[config.mk]
export PLATFORM = sky130hd
export DESIGN_NAME = multicycle_controller_flat
export DESIGN_NICKNAME = d
export VERILOG_FILES = /design/src/rtl/multicycle_controller_pkg.sv /design/src/rtl/multicycle_controller_if.sv /design/src/rtl/multicycle_controller_alu_decoder.sv /design/src/rtl/multicycle_controller.sv /design/src/flat_wrapper.sv
export SDC_FILE = /design/constraint.sdc
export NUM_CORES = 1
export LEC_CHECK = 0
export ABC_AREA = 0
export BUFFER_PORTS_ARGS = -buffer_cell sky130_fd_sc_hd__buf_2
export CORE_MARGIN = 1.5
export CORE_UTILIZATION = 29
export CTS_CLUSTER_DIAMETER = 40
export DETAILED_ROUTE_END_ITERATION = 10
export HOLD_SLACK_MARGIN = 0.02
export SYNTH_ARGS = -nofsm -noshare
export SYNTH_HDL_FRONTEND = slang
export SYNTH_SLANG_ARGS = --single-unit
[constraint.sdc]
create_clock -name clk -period 2 [get_ports clk]
set_input_delay 0.4 -clock clk [delete_from_list [all_inputs] [get_ports clk]]
set_output_delay 0.4 -clock clk [all_outputs]
set_load 0.01 [all_outputs]
[src/rtl/multicycle_controller_pkg.sv]
// Shared definitions for the multicycle RV32I-subset controller:
// opcodes, FSM state encoding, ALUOp/ALUControl/ImmSrc codes and
// the per-state Moore control word.
package multicycle_controller_pkg;

    localparam logic [6:0] OP_LW    = 7'b0000011;
    localparam logic [6:0] OP_SW    = 7'b0100011;
    localparam logic [6:0] OP_RTYPE = 7'b0110011;
    localparam logic [6:0] OP_ITYPE = 7'b0010011;
    localparam logic [6:0] OP_JAL   = 7'b1101111;
    localparam logic [6:0] OP_BEQ   = 7'b1100011;

    typedef enum logic [3:0] {
        S_FETCH    = 4'd0,
        S_DECODE   = 4'd1,
        S_MEMADR   = 4'd2,
        S_MEMREAD  = 4'd3,
        S_MEMWB    = 4'd4,
        S_MEMWRITE = 4'd5,
        S_EXECUTER = 4'd6,
        S_ALUWB    = 4'd7,
        S_EXECUTEI = 4'd8,
        S_JAL      = 4'd9,
        S_BEQ      = 4'd10
    } state_t;

    typedef enum logic [1:0] {
        ALUOP_ADD   = 2'b00,
        ALUOP_SUB   = 2'b01,
        ALUOP_FUNCT = 2'b10
    } aluop_t;

    localparam logic [2:0] ALUCTL_ADD = 3'b000;
    localparam logic [2:0] ALUCTL_SUB = 3'b001;
    localparam logic [2:0] ALUCTL_AND = 3'b010;
    localparam logic [2:0] ALUCTL_OR  = 3'b011;
    localparam logic [2:0] ALUCTL_SLT = 3'b101;

    localparam logic [1:0] IMM_I = 2'b00;
    localparam logic [1:0] IMM_S = 2'b01;
    localparam logic [1:0] IMM_B = 2'b10;
    localparam logic [1:0] IMM_J = 2'b11;

    // Moore control word; everything here depends on the state alone.
    typedef struct packed {
        logic       pc_update;
        logic       branch;
        logic       adr_src;
        logic       mem_write;
        logic       ir_write;
        logic [1:0] result_src;
        logic [1:0] alu_src_a;
        logic [1:0] alu_src_b;
        aluop_t     alu_op;
        logic       reg_write;
    } ctrl_t;

    // Control word asserted while the FSM sits in state s.
    function automatic ctrl_t state_ctrl(state_t s);
        ctrl_t c;
        c = '0;
        case (s)
            S_FETCH: begin
                c.ir_write   = 1'b1;
                c.alu_src_b  = 2'b10;
                c.result_src = 2'b10;
                c.pc_update  = 1'b1;
            end
            S_DECODE: begin
                c.alu_src_a = 2'b01;
                c.alu_src_b = 2'b01;
            end
            S_MEMADR: begin
                c.alu_src_a = 2'b10;
                c.alu_src_b = 2'b01;
            end
            S_MEMREAD: begin
                c.adr_src = 1'b1;
            end
            S_MEMWB: begin
                c.result_src = 2'b01;
                c.reg_write  = 1'b1;
            end
            S_MEMWRITE: begin
                c.adr_src   = 1'b1;
                c.mem_write = 1'b1;
            end
            S_EXECUTER: begin
                c.alu_src_a = 2'b10;
                c.alu_op    = ALUOP_FUNCT;
            end
            S_EXECUTEI: begin
                c.alu_src_a = 2'b10;
                c.alu_src_b = 2'b01;
                c.alu_op    = ALUOP_FUNCT;
            end
            S_ALUWB: begin
                c.reg_write = 1'b1;
            end
            S_JAL: begin
                c.alu_src_a = 2'b01;
                c.alu_src_b = 2'b10;
                c.pc_update = 1'b1;
            end
            S_BEQ: begin
                c.alu_src_a = 2'b10;
                c.alu_op    = ALUOP_SUB;
                c.branch    = 1'b1;
            end
            default: c = '0;
        endcase
        return c;
    endfunction

    // Immediate format selection, independent of the FSM state.
    function automatic logic [1:0] imm_src_for(logic [6:0] op);
        case (op)
            OP_SW:   return IMM_S;
            OP_BEQ:  return IMM_B;
            OP_JAL:  return IMM_J;
            default: return IMM_I;
        endcase
    endfunction

endpackage

[src/rtl/multicycle_controller_if.sv]
// Controller <-> datapath bundle: instruction fields and Zero flow into the
// controller, selects/enables and debug state flow out.
interface multicycle_controller_if;
    logic [6:0] op;
    logic [2:0] funct3;
    logic       funct7b5;
    logic       Zero;
    logic       PCWrite;
    logic       AdrSrc;
    logic       MemWrite;
    logic       IRWrite;
    logic [1:0] ResultSrc;
    logic [1:0] ALUSrcA;
    logic [1:0] ALUSrcB;
    logic [2:0] ALUControl;
    logic [1:0] ImmSrc;
    logic       RegWrite;
    logic       Illegal;
    logic [3:0] state_o;

    // Controller side.
    modport master (
        input  op, funct3, funct7b5, Zero,
        output PCWrite, AdrSrc, MemWrite, IRWrite, ResultSrc, ALUSrcA,
               ALUSrcB, ALUControl, ImmSrc, RegWrite, Illegal, state_o
    );

    // Datapath side.
    modport slave (
        output op, funct3, funct7b5, Zero,
        input  PCWrite, AdrSrc, MemWrite, IRWrite, ResultSrc, ALUSrcA,
               ALUSrcB, ALUControl, ImmSrc, RegWrite, Illegal, state_o
    );
endinterface

[src/rtl/multicycle_controller_alu_decoder.sv]
// ALU decoder: maps ALUOp plus instruction function fields to ALUControl.
module mc_alu_decoder
    import multicycle_controller_pkg::*;
(
    input  aluop_t     alu_op,
    input  logic [2:0] funct3,
    input  logic       op_b5,
    input  logic       funct7b5,
    output logic [2:0] alu_control
);

    // Subtract only for R-type (op[5]=1) with funct7[5] set; addi stays add.
    always_comb begin
        alu_control = ALUCTL_ADD;
        case (alu_op)
            ALUOP_SUB: alu_control = ALUCTL_SUB;
            ALUOP_FUNCT: begin
                case (funct3)
                    3'b000:  alu_control = (op_b5 && funct7b5) ? ALUCTL_SUB : ALUCTL_ADD;
                    3'b010:  alu_control = ALUCTL_SLT;
                    3'b110:  alu_control = ALUCTL_OR;
                    3'b111:  alu_control = ALUCTL_AND;
                    default: alu_control = ALUCTL_ADD;
                endcase
            end
            default: alu_control = ALUCTL_ADD;
        endcase
    end

endmodule

[src/rtl/multicycle_controller.sv]
// Multicycle RV32I-subset control FSM. The state and its Moore control word
// are registered together; only PCWrite (Zero), ALUControl/ImmSrc
// (instruction fields) and the DECODE-time Illegal flag see inputs directly.
module multicycle_controller
    import multicycle_controller_pkg::*;
(
    input  logic                  clk,
    input  logic                  reset_n,
    multicycle_controller_if.master bus
);

    state_t     state;
    state_t     state_nxt;
    ctrl_t      ctrl_q;
    logic [2:0] alu_control;

    function automatic logic op_supported(logic [6:0] op);
        return (op == OP_LW) || (op == OP_SW) || (op == OP_RTYPE) ||
               (op == OP_ITYPE) || (op == OP_JAL) || (op == OP_BEQ);
    endfunction

    function automatic state_t next_state(state_t s, logic [6:0] op);
        case (s)
            S_FETCH: return S_DECODE;
            S_DECODE: begin
                case (op)
                    OP_LW, OP_SW: return S_MEMADR;
                    OP_RTYPE:     return S_EXECUTER;
                    OP_ITYPE:     return S_EXECUTEI;
                    OP_JAL:       return S_JAL;
                    OP_BEQ:       return S_BEQ;
                    default:      return S_FETCH;
                endcase
            end
            S_MEMADR:   return (op == OP_SW) ? S_MEMWRITE : S_MEMREAD;
            S_MEMREAD:  return S_MEMWB;
            S_EXECUTER,
            S_EXECUTEI,
            S_JAL:      return S_ALUWB;
            default:    return S_FETCH;
        endcase
    endfunction

    assign state_nxt = next_state(state, bus.op);

    // State register with the control word for that state registered alongside.
    always_ff @(posedge clk or negedge reset_n) begin
        if (!reset_n) begin
            state  <= S_FETCH;
            ctrl_q <= state_ctrl(S_FETCH);
        end else begin
            state  <= state_nxt;
            ctrl_q <= state_ctrl(state_nxt);
        end
    end

    mc_alu_decoder u_alu_dec (
        .alu_op      (ctrl_q.alu_op),
        .funct3      (bus.funct3),
        .op_b5       (bus.op[5]),
        .funct7b5    (bus.funct7b5),
        .alu_control (alu_control)
    );

    // Enables are qualified by reset_n: the registered word holds the FETCH
    // values during reset, but no write may happen until reset is released.
    assign bus.PCWrite    = reset_n & (ctrl_q.pc_update | (ctrl_q.branch & bus.Zero));
    assign bus.IRWrite    = reset_n & ctrl_q.ir_write;
    assign bus.MemWrite   = reset_n & ctrl_q.mem_write;
    assign bus.RegWrite   = reset_n & ctrl_q.reg_write;
    assign bus.AdrSrc     = ctrl_q.adr_src;
    assign bus.ResultSrc  = ctrl_q.result_src;
    assign bus.ALUSrcA    = ctrl_q.alu_src_a;
    assign bus.ALUSrcB    = ctrl_q.alu_src_b;
    assign bus.ALUControl = alu_control;
    assign bus.ImmSrc     = imm_src_for(bus.op);
    // The opcode only becomes valid in DECODE (IR loads at the end of FETCH),
    // so the illegal-op flag is qualified by the current state.
    assign bus.Illegal    = (state == S_DECODE) && !op_supported(bus.op);
    assign bus.state_o    = state;

endmodule
[src/flat_wrapper.sv]
// flat-port wrapper written by rule: the top's interface ports become plain ports
module multicycle_controller_flat import multicycle_controller_pkg::*;
  (clk, reset_n, bus_op, bus_funct3, bus_funct7b5, bus_Zero, bus_PCWrite, bus_AdrSrc, bus_MemWrite, bus_IRWrite, bus_ResultSrc, bus_ALUSrcA, bus_ALUSrcB, bus_ALUControl, bus_ImmSrc, bus_RegWrite, bus_Illegal, bus_state_o);
  multicycle_controller_if bus_i ();
  input  logic clk;
  input  logic reset_n;
  input wire logic [$bits(bus_i.op)-1:0] bus_op;
  input wire logic [$bits(bus_i.funct3)-1:0] bus_funct3;
  input wire logic [$bits(bus_i.funct7b5)-1:0] bus_funct7b5;
  input wire logic [$bits(bus_i.Zero)-1:0] bus_Zero;
  output wire logic [$bits(bus_i.PCWrite)-1:0] bus_PCWrite;
  output wire logic [$bits(bus_i.AdrSrc)-1:0] bus_AdrSrc;
  output wire logic [$bits(bus_i.MemWrite)-1:0] bus_MemWrite;
  output wire logic [$bits(bus_i.IRWrite)-1:0] bus_IRWrite;
  output wire logic [$bits(bus_i.ResultSrc)-1:0] bus_ResultSrc;
  output wire logic [$bits(bus_i.ALUSrcA)-1:0] bus_ALUSrcA;
  output wire logic [$bits(bus_i.ALUSrcB)-1:0] bus_ALUSrcB;
  output wire logic [$bits(bus_i.ALUControl)-1:0] bus_ALUControl;
  output wire logic [$bits(bus_i.ImmSrc)-1:0] bus_ImmSrc;
  output wire logic [$bits(bus_i.RegWrite)-1:0] bus_RegWrite;
  output wire logic [$bits(bus_i.Illegal)-1:0] bus_Illegal;
  output wire logic [$bits(bus_i.state_o)-1:0] bus_state_o;
  assign bus_i.op = bus_op;
  assign bus_i.funct3 = bus_funct3;
  assign bus_i.funct7b5 = bus_funct7b5;
  assign bus_i.Zero = bus_Zero;
  assign bus_PCWrite = bus_i.PCWrite;
  assign bus_AdrSrc = bus_i.AdrSrc;
  assign bus_MemWrite = bus_i.MemWrite;
  assign bus_IRWrite = bus_i.IRWrite;
  assign bus_ResultSrc = bus_i.ResultSrc;
  assign bus_ALUSrcA = bus_i.ALUSrcA;
  assign bus_ALUSrcB = bus_i.ALUSrcB;
  assign bus_ALUControl = bus_i.ALUControl;
  assign bus_ImmSrc = bus_i.ImmSrc;
  assign bus_RegWrite = bus_i.RegWrite;
  assign bus_Illegal = bus_i.Illegal;
  assign bus_state_o = bus_i.state_o;
  multicycle_controller u_core (.clk(clk), .reset_n(reset_n), .bus(bus_i));
endmodule
==> impl_metrics.toml, run 1 <==
[global_routing]
grt_pass1_wl_um = 3677
antenna_found_initial = 0
use_met3_pct = 1.261
grtUsageTotal_pct = 13.11
met2_usage_pct = 21.12
overflow = 0
grt_pass1_vias = 823
grt_max_degree = 21
top_usage_layer = "met2"
use_met1_pct = 18.42

[placed_design]
globalplace.congestion = 0.8991
port_buffers = 34
dp_cells = 181
dpl.hpwl_um = 1735

[power_and_ir_drop]
p_sw_mw = 0.4522
p_clk_share_pct = 16.8
switching_share_pct = 35.92
comb_power_share_pct = 46.9
p_int_mw = 0.8065
fin_total_pwr_mw = 1.259
pwr-share-seq_pct = 36.3
power_leakage_nw = 0.6563
vdd_drop_max_mv = 0.2441
powerDensity_mw_per_mm2 = 949.9

[outcome]
status = "completed"

[logic_synthesis]
syn_area_um2 = 988.4
yosysWarningCount = 0
synthCells = 102
ys_ff_latch = 16
async_reset_ff_share_pct = 100.0
synth.avg_cell_area_um2 = 9.691
yosysUniqueCellTypes = 45
synth_nets = 118
synth_edf_count = 0
synth_flop_cell = "dfrtp_1"
ys_seq_area_share_pct = 40.89

[critical_path]
worstSetupEndpoint = "bus_Illegal"
critPathLaunchType = "flip-flop"
worstSetupPathType = "reg2out"
r2r_end = "u_core.ctrl_q[2]$_DFF_PN0_"
crit_path_end_kind = "output port"
cp.required_ps = 1600
worstPathArrival_ps = 1590
critPathMaxFanout = 4
r2r_setup_slack_ps = 270
reg2reg_from = "u_core.bus.state_o[3]$_DFF_PN0_"
worst_r2r_path_depth = 7
crit_path_start = "u_core.bus.state_o[3]$_DFF_PN0_"

[min_path]
min_path_type = "in2async"

[floorplan]
die_x_um = 61.38
fp.dieH_um = 61.38
core-area_mm2 = 0.003311
row_count = 21
ios = 35
dieArea_mm2 = 0.003768
initial_utilization_pct = 29.86

[cts]
htreeDepth = 1
ctsHoldBuffers = 0
clkTransAtPathRegs_ps = 100
cts_buffer_depth = 2
cts-root-buf = "clkbuf_4"
cts_buffers = 3
clk_latency_ps = 280
cts_tree = "built"
cts_num_sinks = 16

[route]
firstDrtPassIters = 4
routed_wl_um = 2290
via_count = 895
remaining_drc_errors = 0
wire_per_inst_um = 11.93
vias_per_cell = 4.661
first_iter_violations = 30
ant_nets = 0

[timing]
hold_viol_final = 0
skew_ps = 6.998
fmax_mhz = 503.6
worstMarginPinSlew_ps = 399.5
period_share_pct = 99.29
rsz0062_at_grt = "true"
setup_viol = 0
slew_violations = 0
timing.final.crit_period_ps = 1986
slew_headroom_pct = 73.21

[layout]
syn_to_final_growth_pct = 34.05
diodes = 0
final_nets = 163
finalNonFillerCells = 192
layout-drive-gt1-share_pct = 52.74

[job]
drv_cap = 0
-- synthesized netlist by cell type, types with 3 or more instances --
cell / instances / area, um^2
nor2_1: 9 / 33.78
nor2b_1: 3 / 18.77
and2_1: 3 / 18.77
a31oi_1: 3 / 18.77
dfrtp_1: 13 / 325.3
dfstp_2: 3 / 78.83
o21ai_0: 3 / 15.01
nor3_1: 3 / 15.01
inv_1: 6 / 22.52
buf_4: 6 / 45.04
inv_2: 3 / 11.26
nand2_1: 6 / 22.52
-- sequential cells by signal, indices dropped and copies added, names as in the netlist --
signal                flops
u_core.ctrl_q             6
u_core.bus.state_o        4
u_core.bus.ALUSrcA        2
u_core.bus.ALUSrcB        2
u_core.bus.AdrSrc         1
u_core.bus.ResultSrc      1
-- placed cells by master (no fill, tap or decap), drive strengths merged, types with 2 or more instances in the layout --
master	count
nand2b	3
a31oi	3
o31ai	2
nand2	8
buf	47
and3	2
o22ai	2
and2	4
or3b	2
inv	9
o21ai	6
nor2	11
ha	2
clkbuf	4
nor3	4
nor2b	3
dfstp	3
a21oi	2
nor4	2
dfrtp	13
-- worst min-delay path by stage --
stage                                            endpoint  slack (ps)  cells past startpoint
final                     u_core.bus.state_o[1]$_DFF_PN0_          30                      1
after floorplan           u_core.bus.ALUSrcA[0]$_DFF_PN0_         100                      0
after global routing      u_core.bus.ALUSrcB[0]$_DFF_PN0_          50                      1
after CTS                 u_core.bus.state_o[1]$_DFF_PN0_          40                      1
after global placement    u_core.bus.ALUSrcA[1]$_DFF_PN0_         340                      1
after detailed placement  u_core.bus.ALUSrcB[0]$_DFF_PN0_         350                      1
-- worst max-delay path, cell delays in order, from the launching register on --
cell and delay (ps):
dfrtp_2 450, or3b_4 410, nor2_4 140, o21ai_4 80, inv_2 60, nor3_2 30, buf_2 130
-- kinds of logic (layout without fill, tap and decap cells) --
family	after synthesis	after routing	synth area share, %
adders and majority gates	2	2	2.531
buffers and inverters	16	60	8.480
xor gates and xnor gates	2	2	1.772
and+or+nand+nor	46	46	29.87
DFF	16	16	40.89
AOI/OAI and AO/OA	20	20	16.46
-- cell type report --
class / instances / area (um^2)
Fill cell: 354 / 1986
Inverter: 9 / 33.78
Sequential cell: 16 / 406.6
Timing Repair Buffer: 47 / 271.5
Multi-Input combinational cell: 70 / 519.2
Clock buffer: 4 / 36.28
Tap cell: 46 / 57.56
-- power groups by stage --
stage	combinational (mW)	clock, mW	sequential (mW)
after floorplan	0.359	0	0.472
after global placement	0.493	0	0.465
after detailed placement	0.499	0	0.466
after CTS	0.592	0.214	0.457
after global routing	0.658	0.230	0.467
final	0.591	0.211	0.456
-- stage by stage --
| stage | hold slack [ps] | util (%) | TNS [ps] | instance area [um^2] | worst slack, ps |
|---|---|---|---|---|---|
| 6_report | 25.31 | 40.02 | 0 | 1325 | 14.29 |
| 5_1_grt | 52.80 | 40.02 | -53.61 | 1325 | -53.61 |
| 4_1_cts | 36.15 | 39.76 | -3.747 | 1316 | -3.747 |
| 3_5_place_dp | 346.7 | 36.58 | 0 | 1211 | 79.08 |
| 3_3_place_gp | 338.5 | 36.58 | 0 | 1211 | 94.59 |
| 2_1_floorplan | 104.4 | - | 0 | 988.4 | 215.7 |
-- timing repair --
item,4_1_cts,5_1_grt
setup buffers,6,1
resized for setup,8,1
pin swaps,5,3
setup endpoints to repair,1,1
gates cloned,0,0
-- routing by layer --
metal  routed length [um]  part of all wire (%)  up-vias
met5                    0                     0        -
met4                   20                  0.87        0
met3                  114                   5.0        2
met2                 1086                    47       31
met1                 1069                    47      421
li1                     -                     -      441
Power figures use the tool's default switching activity.
==> run 2, diff against run 1 <==
Settings changed: GPL_ROUTABILITY_DRIVEN set to 0, GPL_TIMING_DRIVEN set to 0, PLACE_DENSITY set to 0.6.
==> impl_metrics.toml, run 2 (synthesis gave the netlist of run 1 again) <==
[route]
first_iter_violations = 13
remaining_drc_errors = 0
via_count = 919
ant_nets = 0
routed_wl_um = 2267
wire_per_inst_um = 11.45
vias_per_cell = 4.641
firstDrtPassIters = 4

[floorplan]
fp.dieH_um = 61.38
initial_utilization_pct = 29.86
row_count = 21
ios = 35
die_x_um = 61.38
dieArea_mm2 = 0.003768
core-area_mm2 = 0.003311

[power_and_ir_drop]
powerDensity_mw_per_mm2 = 976.1
p_int_mw = 0.8617
power_leakage_nw = 0.6736
p_clk_share_pct = 12.7
comb_power_share_pct = 52.3
vdd_drop_max_mv = 0.2249
p_sw_mw = 0.4634
pwr-share-seq_pct = 34.9
switching_share_pct = 34.97

[timing]
rsz0062_at_grt = "true"
setup_viol = 0
fmax_mhz = 505.1
setup_tns_ps = 0
period_share_pct = 99.00
timing.final.crit_period_ps = 1980
slew_headroom_pct = 73.81
hold_viol_final = 0
slew_violations = 0
skew_ps = 5.649
worstMarginPinSlew_ps = 390.4

[layout]
diodes = 0
layout_commonest_cell = "buf_2"
mostFrequentLayoutCells = "buf_2, buf_4, nor2_1, dfrtp_1, nand2_1"
largest-register = "u_core.ctrl_q"
largest_reg_flops = 6
syn_to_final_growth_pct = 37.34
layout-drive-gt1-share_pct = 55.26
finalNonFillerCells = 198
final_nets = 169
fin_area_mm2 = 0.001358

[global_routing]
grt_max_degree = 21
grt_pass1_wl_um = 3705
grtUsageTotal_pct = 13.10
antenna_found_initial = 0
overflow = 0
grt_pass1_vias = 882

[cts]
ctsHoldBuffers = 0
cts_buffers = 3
htreeDepth = 1
clk_latency_ps = 280
cts_tree = "built"
cts_num_sinks = 16
cts_buffer_depth = 2
cts-root-buf = "clkbuf_4"
clkTransAtPathRegs_ps = 90

[placed_design]
dpl_cell_area_mm2 = 0.001216
dp_cells = 182
dpl.hpwl_um = 1688
port_buffers = 34

[critical_path]
worstPathArrival_ps = 1580
critPathMaxFanout = 7
worst_r2r_path_depth = 5
crit_path_end_kind = "output port"
cp.required_ps = 1600
critPathLaunchType = "flip-flop"
worstSetupPathType = "reg2out"

[job]
drv_cap = 0

[outcome]
status = "completed"

[min_path]
min_path_type = "in2async"
-- run 2: cell count changes in the layout (fill, tap and decap cells not counted), sizes merged --
| cell | previous run | this run |
|---|---|---|
| buf | 47 | 53 |
-- run 2: through the flow --
step                utilization (%)  hold WS [ps]  setup WS, ps  power [mW]
floorplan                         -         104.4         215.7      0.8312
finish                        41.01         31.18         20.04       1.325
global route                  41.01         45.65        -59.16       1.427
detailed placement            36.73         344.2        -50.85      0.9975
CTS                           41.01         36.58         2.620       1.333
global placement              36.73         335.1        -5.744      0.9897
-- run 2: per-layer routing --
layer	part of all wire (%)	routed length, um	GRT usage [%]
met4	0.88	20	4.559
met1	42	963	16.36
met2	51	1166	23.40
met5	0	0	0
met3	5.2	117	1.471
-- run 2: critical path: stages, from the launching register on --
cell and delay (ps):
dfrtp_2 460, or3b_4 410, nor2_4 130, o21ai_4 70, inv_2 60, nor3_2 40, buf_2 130
-- run 2: power by group through the flow --
stage          sequential, mW  clock (mW)  combinational, mW
3_3_place_gp            0.474           0              0.516
2_1_floorplan           0.472           0              0.359
5_1_grt                 0.471       0.191              0.765
4_1_cts                 0.462       0.176              0.694
3_5_place_dp            0.475           0              0.522
6_report                0.463       0.169              0.694
-- run 2: area by class of cell --
type / instances / area, um^2
Sequential cell: 16 / 409.1
Tap cell: 46 / 57.56
Timing Repair Buffer: 47 / 271.5
Multi-Input combinational cell: 70 / 514.2
Fill cell: 336 / 1953
Inverter: 9 / 33.78
Clock buffer: 4 / 26.28
Buffer: 6 / 45.04
-- run 2: worst paths after layout --
kind / from / slack, ps / to
setup / recovery: u_core.bus.state_o[3]$_DFF_PN0_ / 20 / bus_Illegal
hold / removal: reset_n / 30 / u_core.ctrl_q[12]$_DFF_PN0_
setup reg to reg: u_core.bus.state_o[3]$_DFF_PN0_ / 420 / u_core.bus.ALUSrcB[0]$_DFF_PN0_
hold reg to reg: u_core.bus.state_o[3]$_DFF_PN0_ / 550 / u_core.bus.AdrSrc$_DFF_PN0_
max in group asynchronous: reset_n / 1650 / u_core.ctrl_q[13]$_DFF_PN1_
min in group clk: bus_op[4] / 440 / u_core.ctrl_q[2]$_DFF_PN0_
-- run 2: repair_timing --
action | CTS | global route
setup endpoints to repair | 1 | 1
resized for setup | 11 | 0
pin swaps | 5 | 1
setup buffers | 13 | 0
==> run 3, diff against run 2 <==
Settings changed: CORE_UTILIZATION 29 to 48, PLACE_DENSITY 0.6 to 0.86.
==> impl_metrics.toml, run 3 (synthesis gave the netlist of run 1 again) <==
[timing]
slew_violations = 0
period_share_pct = 101.7
timing.final.crit_period_ps = 2035
setup_viol = 1
worstMarginPinSlew_ps = 443.3
fmax_mhz = 491.4
skew_ps = 0.6723
timing.hold.ws_ps = 11.34
rsz0062_at_grt = "true"
setup_ws_ps = -34.83
setup_tns_ps = -34.83
hold_viol_final = 0
slew_headroom_pct = 70.27

[layout]
layout_commonest_cell = "buf_2"
diodes = 0
largest_reg_flops = 6
largest-register = "u_core.ctrl_q"
mostFrequentLayoutCells = "buf_2, buf_4, nor2_1, dfrtp_1"
final_nets = 167
layout-drive-gt1-share_pct = 54.00
fin_area_mm2 = 0.001321
syn_to_final_growth_pct = 33.67
fillCellCount = 152
final_core_util_pct = 68.04
finalNonFillerCells = 177

[route]
wire_per_inst_um = 13.52
firstDrtPassIters = 6
dr_wl_met3_um = 173
wl_met2_um = 1258
drt-met1-wl_um = 922
routed_wl_um = 2393
ant_nets = 0
top_layer_used = "met4"
remaining_drc_errors = 0
via_count = 965
first_iter_violations = 39
vias_per_cell = 5.452

[cts]
ctsHoldBuffers = 0
cts_buffer_depth = 2
clk_latency_ps = 300
cts_buffers = 3
cts-root-buf = "clkbuf_4"
htreeDepth = 1
cts_tree = "built"
clkTransAtPathRegs_ps = 90
cts_num_sinks = 16

[placed_design]
dp_cells = 163
pre_cts_ws_ps = -31.83
port_buffers = 34
dpl.hpwl_um = 1594
dpl_cell_area_mm2 = 0.001192

[power_and_ir_drop]
fin_total_pwr_mw = 1.351
power_leakage_nw = 0.6695
p_sw_mw = 0.4855
vdd_drop_max_mv = 0.5644
powerDensity_mw_per_mm2 = 1022
p_int_mw = 0.8654
pwr-share-seq_pct = 33.9
switching_share_pct = 35.94
p_clk_share_pct = 16.1
comb_power_share_pct = 50.0

[job]
drv_cap = 0

[critical_path]
crit_path_end_kind = "output port"
worstSetupPathType = "reg2out"
cp.required_ps = 1600
worstPathArrival_ps = 1630
critPathLaunchType = "flip-flop"
crit_buf_inv = 2
crit_chain = "or3b_4 > o21ai_1 > nand2_2 > inv_2 > nor3_2 > buf_2"
crit_slowest_cell = "dfrtp_2"
critPathMaxStageDelay_ps = 440
critPathMaxFanout = 5
cp_top_family = "simple AND/OR/NAND/NOR gates"

[outcome]
status = "complete, but fails checks"
violations = "setup timing"

[global_routing]
grt_pass1_wl_um = 3926
overflow = 0
grtUsageTotal_pct = 22.08
grt_max_degree = 21
antenna_found_initial = 0
grt_pass1_vias = 899

[floorplan]
die_x_um = 48.38
ios = 35
core-area_mm2 = 0.001942
row_count = 16
dieArea_mm2 = 0.002341
initial_utilization_pct = 50.90
fp.dieH_um = 48.38

[min_path]
min_path_type = "in2async"
[run 3: cell type report]
| cell class | count | area, um^2 | area share [%] |
|---|---|---|---|
| Buffer | 6 | 45.04 | 3.409 |
| Clock buffer | 4 | 36.28 | 2.746 |
| Inverter | 9 | 33.78 | 2.557 |
| Multi-Input combinational cell | 70 | 510.5 | 38.64 |
| Sequential cell | 16 | 409.1 | 30.97 |
| Tap cell | 27 | 33.78 | 2.557 |
| Timing Repair Buffer | 45 | 252.7 | 19.13 |
[run 3: worst reg2reg max path, delay by kind of cell, from the launching register on]
kind / cells / cell delay, ps
AO/OA/AOI/OAI: 2 / 650
buffers and inverters: 2 / 250
flip-flops: 1 / 360
AND/OR/NAND/NOR: 2 / 230
[run 3: power groups by stage]
stage	Combinational [mW]	Clock [mW]	Sequential (mW)
after floorplan	0.359	0	0.472
after global placement	0.507	0	0.471
after detailed placement	0.522	0	0.476
after CTS	0.645	0.210	0.458
after global routing	0.726	0.234	0.467
final	0.676	0.218	0.457
[run 3: final timing paths]
check | slack [ps] | to | from | depth (start not counted)
setup / recovery | -30 | bus_Illegal | u_core.bus.state_o[0]$_DFF_PN0_ | 6
hold / removal | 10 | u_core.bus.ALUSrcA[0]$_DFF_PN0_ | reset_n | 1
setup reg to reg | 420 | u_core.ctrl_q[2]$_DFF_PN0_ | u_core.bus.state_o[1]$_DFF_PN0_ | 6
hold reg to reg | 540 | u_core.bus.AdrSrc$_DFF_PN0_ | u_core.bus.state_o[3]$_DFF_PN0_ | 1
max in group asynchronous | 1670 | u_core.ctrl_q[13]$_DFF_PN1_ | reset_n | 1
min in group clk | 450 | u_core.ctrl_q[2]$_DFF_PN0_ | bus_op[4] | 3
[run 3: timing repair]
| item | in CTS | in global routing |
|---|---|---|
| endpoints found under the hold margin | 0 | 0 |
| setup endpoints to repair | 1 | 1 |
| gates resized for setup | 8 | 0 |
| setup buffers | 10 | 1 |
| pin swaps | 4 | 1 |
[run 3: metal layers]
layer	vias up	global-route usage, %
met2	53	40.28
li1	450	-
met1	457	24.44
met3	5	4.321
met4	0	10.95
met5	-	0
